File: src/rtl/spm_pipe.sv
// spm_pipe: serial-parallel multiplier with a WIDTH-wide carry-save adder chain.
// The multiplier y is consumed LSB-first, one product bit p per RUN cycle, and the
// full 2*WIDTH-bit product is collected in prod behind a valid/ready handshake.
// Build option: define SPM_SIGNED_EN for two's-complement operands and product.
module spm_pipe #(
   parameter int WIDTH = 8,
   parameter int CNT_W = $clog2(2*WIDTH)+1
) (
   input  logic               clk,
   input  logic               rst,
   input  logic               in_valid,
   output logic               in_ready,
   input  logic [WIDTH-1:0]   x,
   input  logic [WIDTH-1:0]   y,
   output logic               p,
   output logic               p_valid,
   output logic               out_valid,
   input  logic               out_ready,
   output logic [2*WIDTH-1:0] prod,
   output logic               busy
);

   typedef enum logic [1:0] {
      IDLE = 2'd0,
      RUN  = 2'd1,
      DONE = 2'd2
   } state_t;

   localparam logic [CNT_W-1:0] LAST_CNT = CNT_W'(2*WIDTH-1);

   state_t               state_q, state_d;
   logic [WIDTH-1:0]     x_q, x_d;
   logic [WIDTH-1:0]     y_q, y_d;
   logic [WIDTH-1:0]     s_q, s_d;
   logic [WIDTH-1:0]     c_q, c_d;
   logic [CNT_W-1:0]     cnt_q, cnt_d;
   logic [2*WIDTH-1:0]   prod_q, prod_d;

   logic [WIDTH-1:0]     sum_c;
   logic [WIDTH-1:0]     car_c;
   logic                 ybit;
   logic                 top_pp;
   logic                 top_in;
   logic                 fill;
   logic                 load;

   // full adder returning {carry, sum}
   function automatic logic [1:0] fa(input logic a, input logic b, input logic c);
      return {(a & b) | (a & c) | (b & c), a ^ b ^ c};
   endfunction

   assign ybit = y_q[0];

`ifdef SPM_SIGNED_EN
   // The sign stage adds ~pp instead of -pp; each cycle that over-counts by one unit at
   // weight WIDTH-1, which over 2*WIDTH cycles sums to -2^(WIDTH-1) mod 2^(2*WIDTH).
   // A single carry-in of 1 at that weight on the first cycle cancels it.
   assign top_pp = ~(x_q[WIDTH-1] & ybit);
   assign top_in = (cnt_q == '0);
   assign fill   = y_q[WIDTH-1];
`else
   assign top_pp = x_q[WIDTH-1] & ybit;
   assign top_in = 1'b0;
   assign fill   = 1'b0;
`endif

   // CSA chain: stage i adds pp_i, the sum from stage i+1 (one weight down after the
   // shift) and its own stored carry; stage 0's sum is this cycle's product bit.
   always_comb begin
      sum_c = '0;
      car_c = '0;
      for (int i = 0; i < WIDTH-1; i++) begin
         {car_c[i], sum_c[i]} = fa(x_q[i] & ybit, s_q[i+1], c_q[i]);
      end
      {car_c[WIDTH-1], sum_c[WIDTH-1]} = fa(top_pp, top_in, c_q[WIDTH-1]);
   end

   assign in_ready  = (state_q == IDLE) || ((state_q == DONE) && out_ready);
   assign load      = in_valid && in_ready;
   assign p         = (state_q == RUN) ? sum_c[0] : 1'b0;
   assign p_valid   = (state_q == RUN);
   assign out_valid = (state_q == DONE);
   assign busy      = (state_q != IDLE);
   assign prod      = prod_q;

   // next-state logic: operand load, per-cycle shift/accumulate, and handshake sequencing
   always_comb begin
      state_d = state_q;
      x_d     = x_q;
      y_d     = y_q;
      s_d     = s_q;
      c_d     = c_q;
      cnt_d   = cnt_q;
      prod_d  = prod_q;
      unique case (state_q)
         IDLE: begin
            if (load) begin
               x_d     = x;
               y_d     = y;
               s_d     = '0;
               c_d     = '0;
               cnt_d   = '0;
               state_d = RUN;
            end
         end
         RUN: begin
            s_d    = sum_c;
            c_d    = car_c;
            y_d    = {fill, y_q[WIDTH-1:1]};
            cnt_d  = cnt_q + CNT_W'(1);
            prod_d = {sum_c[0], prod_q[2*WIDTH-1:1]};
            if (cnt_q == LAST_CNT) begin
               state_d = DONE;
            end
         end
         DONE: begin
            if (out_ready) begin
               if (load) begin
                  x_d     = x;
                  y_d     = y;
                  s_d     = '0;
                  c_d     = '0;
                  cnt_d   = '0;
                  state_d = RUN;
               end else begin
                  state_d = IDLE;
               end
            end
         end
         default: state_d = IDLE;
      endcase
   end

   // state and datapath registers, all cleared asynchronously
   always_ff @(posedge clk or negedge rst) begin
      if (!rst) begin
         state_q <= IDLE;
         x_q     <= '0;
         y_q     <= '0;
         s_q     <= '0;
         c_q     <= '0;
         cnt_q   <= '0;
         prod_q  <= '0;
      end else begin
         state_q <= state_d;
         x_q     <= x_d;
         y_q     <= y_d;
         s_q     <= s_d;
         c_q     <= c_d;
         cnt_q   <= cnt_d;
         prod_q  <= prod_d;
      end
   end

endmodule

File: config.mk
export PLATFORM = sky130hd
export DESIGN_NAME = spm_pipe
export DESIGN_NICKNAME = d
export VERILOG_FILES = /design/src/rtl/spm_pipe.sv
export SDC_FILE = /design/constraint.sdc
export NUM_CORES = 1
export LEC_CHECK = 0
export CORE_MARGIN = 10
export CORE_UTILIZATION = 48
export CTS_CLUSTER_SIZE = 40
export DETAILED_ROUTE_END_ITERATION = 10
export PLACE_DENSITY = 0.87
export RECOVER_POWER = 100
export SLEW_MARGIN = 20
export SYNTH_ARGS = -nofsm -noshare
export SYNTH_HDL_FRONTEND = slang
export SYNTH_SLANG_ARGS = --single-unit
File: constraint.sdc
create_clock -name clk -period 1.5 [get_ports clk]
set_input_delay 0.225 -clock clk [delete_from_list [all_inputs] [get_ports clk]]
set_output_delay 0.225 -clock clk [all_outputs]
set_load 0.02 [all_outputs]
**After elaboration in Yosys (flattened, before gate mapping)**

Cells that the tools add are included.

- Add/subtract/negate cells: 1
- Equality and inequality tests: 6
- Multiplexer cells: 21
- Bitwise logic cells: 59
- Reduce and logical (&&, ||, !) cells: 10

Operator list:

| kind | count |
|---|---|
| 8-bit one-hot mux with 3 select lines | 3 |
| 8-bit two-way mux | 8 |
| 1-bit AND | 30 |
| 8-bit one-hot mux with 2 select lines | 1 |
| 5-bit one-hot mux with 3 select lines | 1 |
| 1-bit XOR | 15 |
| 1-bit OR | 14 |
| 5-bit two-way mux | 2 |
| 2-bit two-way mux | 3 |
| 2-bit one-hot mux with 3 select lines | 1 |
| 5-bit by 1-bit adder with 5-bit output, second input constant | 1 |
| 5-bit by 4-bit == test with 1-bit output, second input constant | 1 |
| 2-bit by 1-bit inequality test with 1-bit output, second input constant | 2 |
| 2-bit AND reduction | 2 |
| 2-bit nonzero test | 2 |
| 3-bit AND reduction | 1 |
| 3-bit nonzero test | 1 |
| 2-bit by 1-bit == test with 1-bit output, second input constant | 1 |
| 2-bit == test, second input constant | 1 |
| 1-bit logical AND | 2 |
| 2-bit zero test | 1 |
| 1-bit two-way mux | 2 |
| 2-bit inequality test, second input constant | 1 |
| 1-bit logical OR | 1 |

- Register bits after elaboration: 55
- Logic and storage cells: 104

**Logic depth before layout (Yosys ltp)**

Gate-level depths: netlist of run 1.

- Depth in word-level cells: 7
- Mapped depth: 6
- Gate-level depth less buffers: 5

**Least setup slack after synthesis of run 1**

No wires, ideal clock.

- Path type: flip-flop to output port
- Start point: register y_q[0]
- End point: output p
- Arrival time: 1357 ps
- Required time: 1275 ps
- Slack: -82 ps
- Stages on the path, launching flop included: 5
- Path through: dfrtp_1 -> clkbuf_1 -> and2_1 -> fa_1 -> and2_1

- Word-level cells in the longest chain between the ends: 4

Ends and longest elaborated chain:

| what | line | RTL |
|---|---|---|
| from (decl) | 33 | `logic [WIDTH-1:0] y_q, y_d;` |
| from (signal assigned) | 147 | `y_q <= y_d;` |
| 1-bit AND | 73 | `{car_c[i], sum_c[i]} = fa(x_q[i] & ybit, s_q[i+1], c_q[i]);` |
| 1-bit XOR (2 in a row) | 49 | `return {(a & b) \| (a & c) \| (b & c), a ^ b ^ c};` |
| net sum_c[0] | 39 | `logic [WIDTH-1:0] sum_c;` |
| 1-bit two-way mux | 80 | `assign p = (state_q == RUN) ? sum_c[0] : 1'b0;` |
| to (decl) | 15 | `output logic p,` |

The timed path passes the listed nets, and every way through them passes these cells.

**Final worst setup path of run 1**

- Start point: register x_q[0]
- End point: output p

- Word-level cells in the longest chain between the ends: 4

Ends and longest elaborated chain:

| what | line | RTL |
|---|---|---|
| from (decl) | 32 | `logic [WIDTH-1:0] x_q, x_d;` |
| from (signal assigned) | 138 | `x_q <= '0;` |
| from (signal assigned) | 146 | `x_q <= x_d;` |
| 1-bit AND | 73 |  |
| 1-bit XOR (2 in a row) | 49 |  |
| net sum_c[0] | 39 |  |
| 1-bit two-way mux | 80 |  |

The timed path passes the listed nets, and every way through them passes these cells.

==> metrics.cfg, run 1 <==
[status]
run_status = finished with violations
violations = negative setup slack

[cts]
clock_insertion_delay_at_the_later_pin_of_the_skew_report_ps = 300
ctsLongestPathBuffers = 2
clk_pin_slew_ps = 90
cts_buffers = 5
clockRootBuffer = sky130_fd_sc_hd__clkbuf_8
cts_tree = built
clock_sink_count = 54
h-tree-depth = 2

[finish]
postLayoutCellArea_um2 = 3250
final_stage_net_count = 338
layout.cells.non_filler = 379
syn_to_final_growth_pct = 29.7
drive_above_1_share_pct = 17.5
antenna_cells_inserted = 0

[logic_synthesis]
syn_area_per_cell_um2 = 9.99
synth-seq-area-share_pct = 53.9
synth-warning-count = 0
synth_enable_flop_cells = 0
synth_most_common_cell = sky130_fd_sc_hd__nand2_1
synth_cells = 251
synth_nets = 281
synth.cells.most_frequent = sky130_fd_sc_hd__nand2_1, sky130_fd_sc_hd__dfrtp_1, sky130_fd_sc_hd__inv_1, sky130_fd_sc_hd__o22ai_1, sky130_fd_sc_hd__nand3_1
synth_largest_area_cell = sky130_fd_sc_hd__dfrtp_1
yosys_register_bits = 54
synthesis.area_um2 = 2510
netlist-cell-type-count = 32
fraction_of_synthesis_flops_using_an_asynchronous_set_or_reset_pin_pct = 100
postSynth.topFlopCell = sky130_fd_sc_hd__dfrtp_1
synth_largest_type_area_fraction_pct = 53.9
synth_top_cells_by_area = sky130_fd_sc_hd__dfrtp_1, sky130_fd_sc_hd__nand2_1, sky130_fd_sc_hd__fa_1

[drt]
route.vias.total = 1892
detail-route-antenna-nets = 0
wl_per_cell_um = 14.2
post_drt_via_cell_ratio = 4.99
detail_route.first_pass.iterations = 5
first_iter_violations = 91
finalWirelength_um = 5390
remaining_drc_errors = 0

[global_routing]
overflow_left_after_global_routing = 0
grt_first_pass_wirelength_um = 9470
initial_antenna_violation_count = 0
vias_in_the_first_global_route = 1984
grt.total_usage_pct = 13.2
largest_net_degree_at_the_start_of_global_routing = 56

[worst_hold_path]
min_path_cells = 2
hold_start = prod[0]
hp-class = flop to flop
worst_hold_path.endpoint = prod[0]

[pwr]
worst_ir_drop_vdd_uv = 762
pd_cells_nw_per_um2 = 1850
total_leakage_power_uw = 0.00153

[placed_design]
dp_slack_ps = -454
gpl.final_weighted_congestion = 0.801
placed_cells_incl_taps = 363
port_buffers = 40
dpl.hpwl_um = 3610
place_area_um2 = 3060

[sta]
setup_slack_ps = -287
max_slew.worst_pin.slew_ps = 724
fmaxAchievable_ghz = 0.560
slew-limit-headroom_pct = 51.7
min_period_ps = 1790
setup_viol = 11
clock_skew_ps = 5.11
finalCritPeriodShare_pct = 119
rsz0062_at_grt = true
final_max_slew_viol_count = 0
timing_hold_violations_final = 0

[setup_path]
timing.critical_path.max_delay_family = adder cells
timing.rr.end = x_q[0]
critical_path_launch_point_type = flop
cp_cell_sequence = and2_4, fa_1, and2_4, buf_6
timing.critical_path.slowest_stage_cell = sky130_fd_sc_hd__fa_1
worst-path-buf-inv = 1
reg2regPathDepth = 5
critical_path_required_ps = 1270
timing.critical_path.fanout_max = 2
timing.reg2reg.setup_slack_ps = -100
worstReg2RegStart = state_q[1]
critPathKind = flop to output port
worstSetupEndpointType = output port
timing.critical_path.mode_cell = sky130_fd_sc_hd__and2_4
crit_path_max_incr_delay_ps = 470
worst_ep_arrival_time_ps = 1560

[die]
core_region_area_um2 = 5070
fp.dieW_um = 92.3
floorplan.die.height_um = 92.3
floorplan.die_area_um2 = 8510
rows = 26
floorplan.initialDensity_pct = 49.4
pin_count = 41

[flow_run]
maxCapViolations = 0

## cell type report
| cell class | instances | area, um^2 |
|---|---|---|
| Sequential cell | 54 | 1350 |
| Clock buffer | 8 | 110 |
| Tap cell | 70 | 87.6 |
| Multi-Input combinational cell | 167 | 1030 |
| Inverter | 14 | 55.1 |
| Fill cell | 411 | 1820 |
| Timing Repair Buffer | 66 | 619 |
## stage by stage
step	total power, uW	TNS [ps]	hold WS [ps]	utilization (%)
after floorplan	4100	0	-70.6	-
after global placement	4960	-5980	239	60.2
after detailed placement	5110	-6150	241	60.2
after CTS	6070	-374	452	64.0
after global routing	6520	-3550	524	64.1
final	6030	-821	484	64.1
## how the worst max path moves through the flow
stage / from / end / slack [ps] / depth (start not counted)
CTS: x_q[0] / p / -290 / 4
finish: x_q[0] / p / -290 / 4
floorplan: y_q[0] / p / 8 / 4
global placement: x_q[0] / p / -450 / 4
global route: x_q[0] / p / -340 / 4
detailed placement: x_q[0] / p / -450 / 4
## flip-flops by register name, indices dropped and copies added, names as in the netlist
signal / flops
y_q: 8
c_q: 8
prod: 16
cnt_q: 5
x_q: 8
s_q: 7
state_q: 2
## worst min-delay path, delay by kind of cell (launching register included)
family	cells	cell delay, ps
flip-flops	1	350
AND/OR/NAND/NOR	2	100
## logic make-up (layout without fill, tap and decap cells)
kind of cell / Yosys count / count (layout) / share of synthesized area, %
compound gates: 33 / 33 / 8.28
xor+xnor: 1 / 1 / 0.349
fa+ha+maj: 10 / 10 / 7.09
buf+inv: 30 / 88 / 5.94
flops: 54 / 54 / 53.9
mux: 9 / 9 / 4.59
simple gates: 114 / 114 / 19.9
## cell usage in the layout (no fill, tap or decap), drive strengths merged, types with 4 or more instances in the layout
| cell | instances |
|---|---|
| mux2 | 8 |
| o21ai | 7 |
| clkdlybuf4s50 | 18 |
| o22ai | 14 |
| fa | 7 |
| nand2 | 89 |
| o211ai | 7 |
| buf | 26 |
| clkbuf | 14 |
| nand2b | 4 |
| nand3 | 9 |
| dlygate4sd2 | 15 |
| inv | 14 |
| dfrtp | 54 |
## metal layers
metal	part of all wire, %	global-route usage [%]	vias up
li1	-	-	928
met1	45	17.0	922
met2	49	21.8	36
met3	4.2	3.50	6
met4	1.3	2.83	0
met5	0	0	-
## what timing repair did
action                     in CTS  in global routing
resized for setup              55                 13
pin swaps                       1                  4
hold buffers                    1                  0
setup buffers                   4                  3
gates cloned                    1                  0
hold endpoints to repair       54                  0
setup endpoints to repair      43                 28
## power by group
group	internal (uW)	switching, uW	total (uW)
Combinational	1260	1430	2690
Clock	467	447	913
Sequential	2040	379	2420
Total	3770	2260	6030
Note: power is estimated with default switching activity, not from simulation.
==> run 2: changes to the inputs <==
--- a/config.mk
+++ b/config.mk
@@ -5,7 +5,6 @@
 export SDC_FILE = /design/constraint.sdc
 export NUM_CORES = 1
 export LEC_CHECK = 0
-export CORE_MARGIN = 10
 export CORE_UTILIZATION = 48
 export CTS_CLUSTER_SIZE = 40
 export DETAILED_ROUTE_END_ITERATION = 10
==> metrics.cfg, run 2 (same netlist as run 1, synthesis figures left out) <==
[cts]
clock_sink_count = 54
ctsLongestPathBuffers = 2
clock_insertion_delay_at_the_later_pin_of_the_skew_report_ps = 300
h-tree-depth = 2
cts_tree = built
clockRootBuffer = sky130_fd_sc_hd__clkbuf_8
clk_pin_slew_ps = 90
cts_buffers = 5

[die]
fp.dieW_um = 74.3
floorplan.initialDensity_pct = 51.4
floorplan.die.height_um = 74.3
floorplan.die_area_um2 = 5520
core_region_area_um2 = 4880
rows = 25
pin_count = 41

[sta]
rsz0062_at_grt = true
timing_hold_violations_final = 0
clock_skew_ps = 8.01
final_max_slew_viol_count = 0
worst_hold_slack_ps = 484
setup_viol = 6
fmaxAchievable_ghz = 0.560
min_period_ps = 1780
finalCritPeriodShare_pct = 119
setup_slack_ps = -285
slew-limit-headroom_pct = 50.9
max_slew.worst_pin.slew_ps = 737

[worst_hold_path]
hold_start = y[7]
hp-class = primary input to flop

[finish]
final_common_cell = sky130_fd_sc_hd__nand2_1
largest_register_ff_count = 16
layout.cells.non_filler = 375
antenna_cells_inserted = 0
syn_to_final_growth_pct = 26.7
layout.cells.most_common_list = sky130_fd_sc_hd__nand2_1, sky130_fd_sc_hd__dfrtp_1, sky130_fd_sc_hd__clkdlybuf4s50_1
postLayoutCellArea_um2 = 3180
final_stage_net_count = 337
drive_above_1_share_pct = 16.9

[placed_design]
gpl.final_weighted_congestion = 0.785
dp_slack_ps = -442
port_buffers = 40
placed_cells_incl_taps = 358
place_area_um2 = 3050
dpl.hpwl_um = 3080

[setup_path]
timing.critical_path.max_delay_family = adder cells
worst-path-buf-inv = 1
cp_cell_sequence = and2_4, fa_1, and2_4, buf_6
reg2regPathDepth = 5
worstSetupEndpointType = output port
path_length_in_cells_of_the_critical_path = 4
crit_path_max_incr_delay_ps = 470
worst_ep_arrival_time_ps = 1560
worstSetupEndpoint = p
critPathKind = flop to output port
critical_path_required_ps = 1270
timing.rr.end = x_q[4]
startpoint = x_q[0]
worstReg2RegStart = state_q[1]
timing.critical_path.fanout_max = 2
timing.critical_path.mode_cell = sky130_fd_sc_hd__and2_4
timing.critical_path.slowest_stage_cell = sky130_fd_sc_hd__fa_1
timing.reg2reg.setup_slack_ps = -40
critical_path_launch_point_type = flop

[drt]
finalWirelength_um = 4990
first_iter_violations = 110
post_drt_via_cell_ratio = 4.96
wl_per_cell_um = 13.3
detail_route.first_pass.iterations = 4
remaining_drc_errors = 0
route.vias.total = 1861
detail-route-antenna-nets = 0

[status]
run_status = finished with violations
violations = negative setup slack

[pwr]
totalPowerFinal_uw = 5810
pd_cells_nw_per_um2 = 1830
worst_ir_drop_vdd_uv = 845
total_leakage_power_uw = 0.00150

[flow_run]
maxCapViolations = 0

[global_routing]
grt_first_pass_wirelength_um = 8160
largest_net_degree_at_the_start_of_global_routing = 56
overflow_left_after_global_routing = 0
grt.total_usage_pct = 19.9
vias_in_the_first_global_route = 1808
initial_antenna_violation_count = 0

run 2: cell type report:
type	count	area, um^2
Sequential cell	54	1350
Clock inverter	1	5.00
Timing Repair Buffer	65	573
Inverter	14	52.6
Tap cell	67	83.8
Fill cell	407	1700
Clock buffer	7	86.3
Multi-Input combinational cell	167	1030
run 2: report_power, final:
part	leakage [uW]	switching [uW]	internal, uW	total, uW
clock network	0.0000482	438	373	812
logic	0.000766	1400	1190	2590
registers	0.000689	364	2040	2410
run 2: timing repair:
item	CTS	global route
hold endpoints to repair	54	0
setup buffers	2	5
pin swaps	1	2
gates resized for setup	47	12
gates cloned	2	0
hold buffers	1	0
setup endpoints to repair	35	31
run 2: metal layers:
layer,vias up,global-route usage [%],part of all wire (%)
met2,35,32.6,48
li1,925,-,-
met5,-,0,0
met4,0,9.43,2.2
met3,10,3.25,2.9
met1,891,26.0,47
run 2: how the worst min path moves through the flow:
stage | end | depth (start not counted)
after global placement | prod[1] | 2
after CTS | prod[0] | 3
after global routing | y_q[7] | 3
final | y_q[7] | 3
after detailed placement | prod[0] | 2
after floorplan | c_q[0] | 0
run 2: worst min-delay path, cell delays in order:
cell and delay, ps:
sky130_fd_sc_hd__clkdlybuf4s50_1 400, sky130_fd_sc_hd__nand3_1 70, sky130_fd_sc_hd__a21oi_1 60
run 2: metrics by stage:
step / setup TNS, ps / util [%]
finish: -445 / 65.1
global route: -2710 / 65.1
CTS: -369 / 65.5
detailed placement: -6910 / 62.5
global placement: -5230 / 62.5
floorplan: 0 / -
==> run 3: changes to the inputs <==
--- a/config.mk
+++ b/config.mk
@@ -5,11 +5,13 @@
 export SDC_FILE = /design/constraint.sdc
 export NUM_CORES = 1
 export LEC_CHECK = 0
-export CORE_UTILIZATION = 48
+export CAP_MARGIN = 20
+export CORE_UTILIZATION = 50
 export CTS_CLUSTER_SIZE = 40
 export DETAILED_ROUTE_END_ITERATION = 10
-export PLACE_DENSITY = 0.87
+export PLACE_DENSITY = 0.86
 export RECOVER_POWER = 100
+export REMOVE_ABC_BUFFERS = 1
 export SLEW_MARGIN = 20
 export SYNTH_ARGS = -nofsm -noshare
 export SYNTH_HDL_FRONTEND = slang
==> constraint.sdc (replaced) <==
create_clock -name clk -period 1.93 [get_ports clk]
set_input_delay 0.2895 -clock clk [delete_from_list [all_inputs] [get_ports clk]]
set_output_delay 0.2895 -clock clk [all_outputs]
set_load 0.02 [all_outputs]
==> metrics.cfg, run 3 (same netlist as run 1, synthesis figures left out) <==
[status]
run_status = completed

[global_routing]
overflow_left_after_global_routing = 0
largest_net_degree_at_the_start_of_global_routing = 56
initial_antenna_violation_count = 0
vias_in_the_first_global_route = 1869
grt_first_pass_wirelength_um = 8070
grt.total_usage_pct = 20.0

[sta]
slew-limit-headroom_pct = 29.6
clock_skew_ps = 4.99
finalCritPeriodShare_pct = 97.5
setup_viol = 0
rsz0062_at_grt = true
max_slew.worst_pin.slew_ps = 1060
fmaxAchievable_ghz = 0.531
final_max_slew_viol_count = 0
min_period_ps = 1880
timing_hold_violations_final = 0
final.setup.tns_ps = 0

[finish]
final_core_utilization_pct = 64.4
final_common_cell = sky130_fd_sc_hd__nand2_1
final_stage_net_count = 327
postLayoutCellArea_um2 = 3080
antenna_cells_inserted = 0
syn_to_final_growth_pct = 23.0
drive_above_1_share_pct = 9.06
largest_register_ff_count = 16
layout.cells.most_common_list = sky130_fd_sc_hd__nand2_1, sky130_fd_sc_hd__dfrtp_1, sky130_fd_sc_hd__clkdlybuf4s50_1
layout.cells.non_filler = 365

[setup_path]
timing.critical_path.slowest_stage_cell = sky130_fd_sc_hd__fa_1
timing.critical_path.fanout_max = 2
worst_ep_arrival_time_ps = 1590
crit_path_max_incr_delay_ps = 490
critPathKind = flop to output port
worst-path-buf-inv = 1
critical_path_required_ps = 1640
timing.critical_path.mode_cell = sky130_fd_sc_hd__and2_4
timing.critical_path.max_delay_family = adder cells
worstSetupEndpointType = output port
cp_cell_sequence = and2_4, fa_1, and2_4, buf_6
critical_path_launch_point_type = flop
timing.reg2reg.setup_slack_ps = 90

[die]
floorplan.die_area_um2 = 5300
core_region_area_um2 = 4790
pin_count = 41
fp.dieW_um = 72.8
floorplan.initialDensity_pct = 52.4
rows = 25
floorplan.die.height_um = 72.8

[flow_run]
maxCapViolations = 0

[placed_design]
place_area_um2 = 3010
port_buffers = 40
gpl.final_weighted_congestion = 0.766
placed_cells_incl_taps = 356
dpl.hpwl_um = 3270

[cts]
cts_tree = built
clockRootBuffer = sky130_fd_sc_hd__clkbuf_8
cts_buffers = 5
ctsLongestPathBuffers = 2
clk_pin_slew_ps = 90
clock_sink_count = 54
h-tree-depth = 2
clock_insertion_delay_at_the_later_pin_of_the_skew_report_ps = 300

[drt]
detail_route.first_pass.iterations = 4
post_drt_via_cell_ratio = 5.06
remaining_drc_errors = 0
finalWirelength_um = 4540
route.vias.total = 1846
first_iter_violations = 117
wl_per_cell_um = 12.4
detail-route-antenna-nets = 0

[pwr]
pd_cells_nw_per_um2 = 1460
worst_ir_drop_vdd_uv = 511
total_leakage_power_uw = 0.00140
totalPowerFinal_uw = 4500

[worst_hold_path]
hp-class = flop to flop

-- run 3: cell types whose count changed in the layout (fill, tap and decap cells not counted), sizes merged, moves of 3 or more --
cell / before / now
dlygate4sd2: 15 / 2
clkbuf: 13 / 16
dlygate4sd3: 1 / 17
buf: 25 / 8
-- run 3: worst reg2reg max path, stage by stage, from the launching register on --
cell	delay, ps
sky130_fd_sc_hd__dfrtp_1	400
sky130_fd_sc_hd__clkbuf_1	170
sky130_fd_sc_hd__and2b_4	200
sky130_fd_sc_hd__clkbuf_1	140
sky130_fd_sc_hd__nor2_1	280
sky130_fd_sc_hd__buf_4	220
sky130_fd_sc_hd__mux2_1	330
-- run 3: stage by stage --
| stage | hold slack, ps | worst slack, ps |
|---|---|---|
| CTS | 474 | 18.4 |
| finish | 486 | 48.2 |
| floorplan | -6.09 | -130 |
| global route | 522 | -12.3 |
| detailed placement | 261 | -157 |
| global placement | 252 | -72.1 |
-- run 3: per-layer routing --
layer / track usage, % / vias to the layer above / share of wire (%)
met5: 0 / - / 0
met4: 5.23 / 0 / 0.95
met3: 3.73 / 7 / 3.4
met2: 36.2 / 43 / 51
met1: 24.4 / 888 / 45
li1: - / 908 / -
-- run 3: layout make-up --
cell class                      instances  area, um^2
Sequential cell                        54        1350
Inverter                               14        52.6
Tap cell                               67        83.8
Fill cell                             409        1700
Clock buffer                            7        76.3
Clock inverter                          1        30.0
Multi-Input combinational cell        167         990
Timing Repair Buffer                   55         499
-- run 3: power breakdown --
group	internal (uW)	switching (uW)
Sequential	1590	270
Combinational	856	1040
Clock	389	352
-- run 3: timing repair --
item | in CTS | in global routing
pin swaps | 0 | 0
setup buffers | 0 | 0
endpoints found under the hold margin | 18 | 0
hold buffers | 1 | 0
endpoints found under the setup margin | 3 | 3
resized for setup | 9 | 3
-- run 3: worst paths after layout --
path / cells past startpoint / from / to
worst max-delay path: 4 / x_q[0] / p
worst min-delay path: 2 / prod[0] / prod[0]
worst max register to register: 6 / state_q[1] / x_q[6]
worst min register to register: 2 / prod[0] / prod[0]
max in group asynchronous: 3 / rst / x_q[7]
min in group asynchronous: 2 / rst / y_q[3]
